$ cat src/rtl/btb_update_ctrl.sv
// -----------------------------------------------------------------------------
// btb_update_ctrl
//
// Write-side controller for the direct-mapped BTB. Each cycle the commit stage
// may retire up to two taken branches; the updates are buffered in a small
// FIFO and drained one per cycle into the BTB's single write port. A full
// invalidation sweep runs after reset and after every flush request. While
// the sweep runs, retirement is stalled.
//
// Handshake: the commit stage may assert retire0_vld/retire1_vld only in a
// cycle where retire_ready is high. An update is taken at the rising edge that
// ends that cycle. btb_wr_en is a one-way strobe and is suppressed whenever
// btb_wr_block is high. The FIFO head moves only on a cycle where btb_wr_en
// is high.
//
// Ports:
//   clk, rst              clock, asynchronous active-high reset
//   retire0_* / retire1_* older / younger retiring taken branch (vld, pc, target)
//   retire_ready          room for two updates and not sweeping
//   flush_req             one-cycle pulse: discard queue, restart sweep
//   flush_busy            invalidation sweep in progress
//   btb_wr_block          BTB write port unavailable this cycle
//   btb_wr_en/pc/target   head-of-queue write into the BTB
//   btb_inv_en/idx        invalidate one BTB entry per cycle during sweep
// -----------------------------------------------------------------------------
module btb_update_ctrl #(
  parameter int QUEUE_DEPTH = 4,
  parameter int INDEX_W     = 7
) (
  input  logic               clk,
  input  logic               rst,
  input  logic               retire0_vld,
  input  logic [31:0]        retire0_pc,
  input  logic [31:0]        retire0_target,
  input  logic               retire1_vld,
  input  logic [31:0]        retire1_pc,
  input  logic [31:0]        retire1_target,
  output logic               retire_ready,
  input  logic               flush_req,
  output logic               flush_busy,
  input  logic               btb_wr_block,
  output logic               btb_wr_en,
  output logic [31:0]        btb_wr_pc,
  output logic [31:0]        btb_wr_target,
  output logic               btb_inv_en,
  output logic [INDEX_W-1:0] btb_inv_idx
);

  localparam int PTR_W = $clog2(QUEUE_DEPTH);
  localparam int CNT_W = PTR_W + 1;
  localparam logic [INDEX_W-1:0] SWEEP_LAST = '1;

  typedef enum logic {
    CLEAR = 1'b0,
    RUN   = 1'b1
  } state_t;

  state_t             state;
  logic [INDEX_W-1:0] sweep_cnt;
  logic [PTR_W-1:0]   rd_ptr;
  logic [PTR_W-1:0]   wr_ptr;
  logic [PTR_W-1:0]   wr_ptr_p1;
  logic [CNT_W-1:0]   count;
  logic [CNT_W-1:0]   free_slots;
  logic [CNT_W-1:0]   count_next;

  logic [31:0] pc_mem  [QUEUE_DEPTH];
  logic [31:0] tgt_mem [QUEUE_DEPTH];

  // Two write ports into the FIFO storage: port a at wr_ptr, port b at wr_ptr+1.
  logic        wa_en;
  logic [31:0] wa_pc;
  logic [31:0] wa_tgt;
  logic        wb_en;
  logic [31:0] wb_pc;
  logic [31:0] wb_tgt;
  logic [1:0]  push_cnt;
  logic        same_idx;
  logic        enq_ok;
  logic        pop;

  // ---------------------------------------------------------------------------
  // Status / handshake outputs (combinational from state and occupancy)
  // ---------------------------------------------------------------------------
  assign free_slots   = CNT_W'(QUEUE_DEPTH) - count;
  assign retire_ready = (state == RUN) && (free_slots >= CNT_W'(2));
  assign flush_busy   = (state == CLEAR);
  assign btb_inv_en   = (state == CLEAR);
  assign btb_inv_idx  = sweep_cnt;

  assign btb_wr_en     = (state == RUN) && (count != '0) && !btb_wr_block;
  assign btb_wr_pc     = (count != '0) ? pc_mem[rd_ptr]  : 32'h0;
  assign btb_wr_target = (count != '0) ? tgt_mem[rd_ptr] : 32'h0;
  assign pop           = btb_wr_en;

  // ---------------------------------------------------------------------------
  // Enqueue selection. Two updates that map to the same BTB entry collapse to
  // the younger one, since it would overwrite the older one anyway.
  // ---------------------------------------------------------------------------
  assign same_idx  = (retire0_pc[INDEX_W+3:4] == retire1_pc[INDEX_W+3:4]);
  assign enq_ok    = retire_ready && !flush_req;
  assign wr_ptr_p1 = wr_ptr + PTR_W'(1);

  always_comb begin
    wa_en    = 1'b0;
    wa_pc    = retire0_pc;
    wa_tgt   = retire0_target;
    wb_en    = 1'b0;
    wb_pc    = retire1_pc;
    wb_tgt   = retire1_target;
    push_cnt = 2'd0;
    if (enq_ok) begin
      if (retire0_vld && retire1_vld && !same_idx) begin
        wa_en    = 1'b1;
        wb_en    = 1'b1;
        push_cnt = 2'd2;
      end else if (retire1_vld) begin
        // Younger-only, or both valid aliasing one entry: slot1 goes first.
        wa_en    = 1'b1;
        wa_pc    = retire1_pc;
        wa_tgt   = retire1_target;
        push_cnt = 2'd1;
      end else if (retire0_vld) begin
        wa_en    = 1'b1;
        push_cnt = 2'd1;
      end
    end
  end

  assign count_next = count + CNT_W'(push_cnt) - CNT_W'(pop);

  // FIFO storage needs no reset; the count gates every read of it.
  always_ff @(posedge clk) begin
    if (wa_en) begin
      pc_mem[wr_ptr]  <= wa_pc;
      tgt_mem[wr_ptr] <= wa_tgt;
    end
    if (wb_en) begin
      pc_mem[wr_ptr_p1]  <= wb_pc;
      tgt_mem[wr_ptr_p1] <= wb_tgt;
    end
  end

  // ---------------------------------------------------------------------------
  // Control FSM, sweep counter and FIFO pointers
  // ---------------------------------------------------------------------------
  always_ff @(posedge clk or posedge rst) begin
    if (rst) begin
      state     <= CLEAR;
      sweep_cnt <= '0;
      rd_ptr    <= '0;
      wr_ptr    <= '0;
      count     <= '0;
    end else begin
      case (state)
        CLEAR: begin
          if (flush_req) begin
            sweep_cnt <= '0;
          end else if (sweep_cnt == SWEEP_LAST) begin
            state     <= RUN;
            sweep_cnt <= '0;
          end else begin
            sweep_cnt <= sweep_cnt + INDEX_W'(1);
          end
        end
        RUN: begin
          if (flush_req) begin
            // Pending updates are stale after a flush; drop the whole queue.
            state     <= CLEAR;
            sweep_cnt <= '0;
            rd_ptr    <= '0;
            wr_ptr    <= '0;
            count     <= '0;
          end else begin
            wr_ptr <= wr_ptr + PTR_W'(push_cnt);
            rd_ptr <= rd_ptr + PTR_W'(pop);
            count  <= count_next;
          end
        end
        default: begin
          state     <= CLEAR;
          sweep_cnt <= '0;
        end
      endcase
    end
  end

endmodule
$ cat config.mk
export PLATFORM = sky130hd
export DESIGN_NAME = btb_update_ctrl
export DESIGN_NICKNAME = d
export VERILOG_FILES = /design/src/rtl/btb_update_ctrl.sv
export SDC_FILE = /design/constraint.sdc
export NUM_CORES = 1
export LEC_CHECK = 0
export BUFFER_PORTS_ARGS = -buffer_cell sky130_fd_sc_hd__clkbuf_2
export CAP_MARGIN = 20
export CORE_ASPECT_RATIO = 1.5
export CORE_UTILIZATION = 55
export DETAILED_ROUTE_END_ITERATION = 10
export PLACE_DENSITY = 0.77
export SKIP_LAST_GASP = 1
export SLEW_MARGIN = 10
export SYNTH_ARGS = -nofsm -noshare
export SYNTH_HDL_FRONTEND = slang
export SYNTH_SLANG_ARGS = --single-unit
$ cat constraint.sdc
create_clock -name clk -period 10.7 [get_ports clk]
set_input_delay 3.21 -clock clk [delete_from_list [all_inputs] [get_ports clk]]
set_output_delay 3.21 -clock clk [all_outputs]
set_load 0.01 [all_outputs]
### Word-level counts from Yosys, hierarchy flattened

Memory sizes are Yosys's and may differ from the RTL's.
Index checks and enable logic that the tools add are counted.

| storage, ports and cells | value |
|---|---|
| register bits | 15 |
| RAM bits | 256 |
| input bits | 134 |
| logic and storage cells | 62 |
| memories kept | 2 |

Memories:

| memory | words | width | rd ports | clocked after Yosys merged registers in | write ports | RTL line | text |
|---|---|---|---|---|---|---|---|
| pc_mem | 4 | 32 | 1 | 0 | 2 | 67 | `logic [31:0] pc_mem [QUEUE_DEPTH];` |
| tgt_mem | 4 | 32 | 1 | 0 | 2 | 68 | `logic [31:0] tgt_mem [QUEUE_DEPTH];` |

| operators by class | value |
|---|---|
| $add $sub $neg | 7 |
| order comparisons | 1 |
| equality and inequality tests | 3 |
| multiplexer cells | 33 |
| bitwise logic cells | 1 |
| reduce and logical (&&, ||, !) cells | 10 |

Operators with widths:

| operator | count |
|---|---|
| $mux W32 | 8 |
| $mux W7 | 3 |
| $mux W1 | 15 |
| $pmux W7 S2 | 1 |
| $mux W2 | 4 |
| $add A7 B1 Y7 const B | 1 |
| $eq A7 B7 Y1 | 1 |
| $eq A7 B7 Y1 const B | 1 |
| $logic_and A1 B1 Y1 | 6 |
| $add A3 B2 Y3 | 1 |
| $ge A3 B2 Y1 const B | 1 |
| $logic_not A1 Y1 | 3 |
| $mux W3 | 1 |
| $reduce_bool A3 Y1 | 1 |
| $sub A3 B1 Y3 | 1 |
| $sub A3 B3 Y3 const A | 1 |
| $add A2 B1 Y2 | 1 |
| $add A2 B1 Y2 const B | 1 |
| $add A2 B2 Y2 | 1 |
| $ne A2 B2 Y1 const B | 1 |
| $pmux W1 S2 | 1 |
| $not A1 Y1 | 1 |

### Depth between registers and ports, before layout

| depth | value |
|---|---|
| depth after elaboration | 8 |
| mapped depth | 15 |

### Worst setup path before layout

OpenSTA, ideal clock, no wires.

| timing path | value |
|---|---|
| path type | input to register |
| start | input port flush_req |
| end | memory pc_mem[1][0], enable pin |
| setup time | 0.493 ns |
| data arrival time | 7.013 ns |
| required time | 10.207 ns |
| path slack | 3.194 ns |
| cell stages on the path | 7 |
| path through | clkbuf_1 nor2_2 nand3_1 nor2_1 inv_1 mux2i_1 nor2b_1 |

RTL lines:

| item | RTL line | text |
|---|---|---|
| from (decl) | 39 | `input logic flush_req,` |
| to (decl) | 67 |  |

### Worst setup path in the final report

| timing path | value |
|---|---|
| start | input port btb_wr_block |
| end | output port btb_wr_en |

| on the way | value |
|---|---|
| cells in the longest elaborated chain, start to end | 2 |

Ends and longest elaborated chain:

| item | RTL line | text |
|---|---|---|
| from (decl) | 41 | `input logic btb_wr_block,` |
| $logic_not A1 Y1 | 91 | `assign btb_wr_en = (state == RUN) && (count != '0) && !btb_wr_block;` |
| $logic_and A1 B1 Y1 | 91 |  |
| to (decl) | 42 | `output logic btb_wr_en,` |

No other way between the ends.

==> impl_metrics.toml <==
[clocking]
post_cts_buffers = 0
path_clk_slew_ps = 60
clk_latency_ps = 520
clk_path_buf_depth = 3
cts_inserted_buffers = 26
cts_tree = "yes"
clock_sinks = 271
cts_resized = 0
postCtsHoldBufs = 0
htree_levels = 1
clockRootBuffer = "clkbuf_16"

[detailed_routing]
drc = 0
viasPerCell = 5.76
dr.pass1.iters = 7
dr_total_vias = 7761
wire_per_inst_um = 22.4
drt_iter0_drc = 409
antenna_left = 0
routed_wl_mm = 30.1

[floorplanning]
fp-row-count = 71
start_util_pct = 56.0
core_um2 = 25100
die_area_um2 = 26200
die_w_um = 133
ios = 209
die_height_um = 198

[sta]
slew_headroom_pct = 25.4
period_needed_ps = 7040
finalCritPeriodShare_pct = 65.8
clock_skew_ps = 14.2
hold_viol = 0
rsz0062_at_grt = "false"
worst_pin_slew_ps = 1120
whs_ps = 549
setup_viol = 0
setup_tns_ps = 0
slew_viol_final = 0
fmax_mhz = 142

[logic_synthesis]
synthSimpleGateAreaFrac_pct = 4.35
ys_warn_count = 0
synth_top_area_cell = "edfxtp_1"
muxShareOfSynthArea_pct = 32.1
synth_edf_count = 256
synth_top_area_share_pct = 54.6
ys_types = 42
syn_area_um2 = 14100
synth_fp_nets = 950
synth_area_leaders = "edfxtp_1 55%, mux2_2 17%, mux4_2 10%, mux2_4 4.8%, nor2b_1 3.1%"
synth_top_family_by_area = "multiplexers"
synthCells = 806
synth-adder-area-share_pct = 0.942
syn_area_per_cell_um2 = 17.5
synth_flop_cell = "edfxtp_1"
ys_seq_area_share_pct = 57.3
synth-xor-area-share_pct = 0.747
async_reset_ff_share_pct = 5.54
yosys_register_bits = 271
synth-compound-area-share_pct = 1.51

[critical_path]
cp-endpoint = "btb_wr_en"
rr_startpoint = "state$_DFF_PP0_"
reg2reg_depth = 8
rrSetupSlack_ps = 7020
cp_data_arrival_time_ps = 3830
cp-end-kind = "output pin"
cp-start-kind = "input pin"
path_class = "in -> out"
crit_start = "btb_wr_block"
critPathMaxFanout = 3
cpPeakStageDelay_ps = 330
path_cells = "clkbuf_2, nor3_1, clkbuf_2"
r2r_end = "tgt_mem[1][6]$_DFFE_PP_"
critPathRequiredTime_ps = 7490
cp_slowest_cell = "nor3_1"
cpMostUsedCell = "clkbuf_2"

[global_route]
antenna_found_initial = 0
grt_max_degree = 68
grt_use_met3_pct = 4.10
use_met2_pct = 42.9
grt-ovfl-total = 0
top_usage_layer = "met2"
first_global_vias = 8452
grt.total_usage_pct = 23.2
met1_usage_pct = 27.3
grt_pass1_wl_mm = 46.2

[placement]
gp_congestion = 0.744
place_hpwl_mm = 17.5
port-buffer-count = 208

[cells_and_area]
drive_gt1_share_pct = 57.6
syn2layout_area_growth_pct = 14.0
nNetsFinal = 1144
n_antenna_cell = 0

[hold_path]
worst_hold_path_type = "reg -> reg"

[power_and_ir_drop]
p_leak_nw = 6.03
peakVddDrop_mv = 0.147
cellPowerDensity_nw_per_um2 = 138

[flow_run]
maxCapViolCount = 0

[status]
status = "finished, final reports clean"
-- where the power goes --
part           total (mW)  internal [mW]  switching, mW
Sequential           1.17           1.16        0.00767
Combinational       0.182          0.104         0.0781
Clock               0.866          0.484          0.382
Total                2.22           1.75          0.468
-- how the worst min path moves through the flow --
stage | slack, ps | end | cells past startpoint | startpoint
2_1_floorplan | 540 | count[0]$_DFFE_PP0P_ | 2 | count[0]$_DFFE_PP0P_
3_3_place_gp | 530 | btb_inv_idx[5]$_DFFE_PP0P_ | 1 | btb_inv_idx[5]$_DFFE_PP0P_
3_5_place_dp | 540 | btb_inv_idx[5]$_DFFE_PP0P_ | 1 | btb_inv_idx[5]$_DFFE_PP0P_
4_1_cts | 550 | btb_inv_idx[5]$_DFFE_PP0P_ | 1 | btb_inv_idx[5]$_DFFE_PP0P_
5_1_grt | 570 | btb_inv_idx[0]$_DFFE_PP0P_ | 1 | btb_inv_idx[0]$_DFFE_PP0P_
6_report | 550 | btb_inv_idx[5]$_DFFE_PP0P_ | 1 | btb_inv_idx[5]$_DFFE_PP0P_
-- cells in the final DEF, fill, tap and decap left out, types with 2 or more instances in the layout --
cell / instances
a21o_4: 2
a21oi_1: 2
a22o_1: 2
and2_1: 2
and3_1: 2
buf_4: 9
clkbuf_1: 9
clkbuf_16: 27
clkbuf_2: 208
clkbuf_8: 3
clkinv_1: 3
clkinv_2: 5
dfrtp_1: 13
dfrtp_4: 2
edfxtp_1: 256
ha_1: 8
inv_1: 11
mux2_2: 211
mux2_4: 45
mux2i_1: 3
mux4_2: 64
nand2_1: 5
nand3_1: 5
nor2_1: 11
nor2b_1: 68
nor3_1: 3
o21ai_0: 5
o21ai_4: 4
o22ai_1: 2
xnor2_1: 7
xor2_1: 5
-- per-stage QoR --
step / total power, mW / utilization [%] / worst slack (ps) / std cells / area (um2)
finish: 2.22 / 63.8 / 3660 / 1348 / 16000
global route: 2.29 / 63.8 / 3640 / 1348 / 16000
CTS: 2.23 / 63.8 / 3670 / 1348 / 16000
detailed placement: 1.38 / 60.6 / 3680 / 1300 / 15200
global placement: 1.37 / 60.6 / 3650 / 1300 / 15200
floorplan: 1.30 / - / 3190 / 806 / 14100
-- synthesized netlist by cell type, types with 2 or more instances --
cell	n
a21o_1	2
a21oi_1	2
a22o_1	2
and2_1	3
and3_1	2
buf_1	5
buf_2	6
buf_6	24
clkbuf_1	15
dfrtp_1	15
edfxtp_1	256
ha_1	9
inv_1	11
mux2_2	211
mux2_4	45
mux2i_1	3
mux4_2	64
nand2_1	5
nand3_1	5
nor2_1	11
nor2b_1	69
nor3_1	3
o21ai_0	5
o21ai_4	4
o22ai_1	2
xnor2_1	7
xor2_1	5
-- routing by layer --
metal,vias up,routed length (um)
li1,3564,-
met1,3933,11600
met2,222,16200
met3,42,1750
met4,0,639
met5,-,0
-- state kept, by name, indices dropped and copies added, names as in the netlist --
signal       flops
rd_ptr           2
pc_mem         128
wr_ptr           2
tgt_mem        128
btb_inv_idx      7
state            1
count            3
-- logic make-up (layout without fill, tap and decap cells) --
family / after synthesis / count (layout)
compound gates: 23 / 23
xor+xnor: 12 / 12
fa+ha+maj: 10 / 10
buf+inv: 62 / 276
flops: 271 / 271
mux: 323 / 323
simple gates: 105 / 105
-- critical path: cells and delay by family --
kind | cells | cell delay (ps)
buffers and inverters | 2 | 290
AND/OR/NAND/NOR | 1 | 330
-- final cells by class --
| cell class | instances | area [um2] |
|---|---|---|
| fill | 1852 | 9100 |
| sequential | 271 | 8070 |
| multi-input combinational | 473 | 5610 |
| timing repair buffer | 217 | 1110 |
| clock buffer | 39 | 751 |
| tap | 328 | 410 |
| clock inverter | 9 | 42.5 |
| inverter | 11 | 41.3 |
Note: power is estimated with default switching activity, not from simulation.
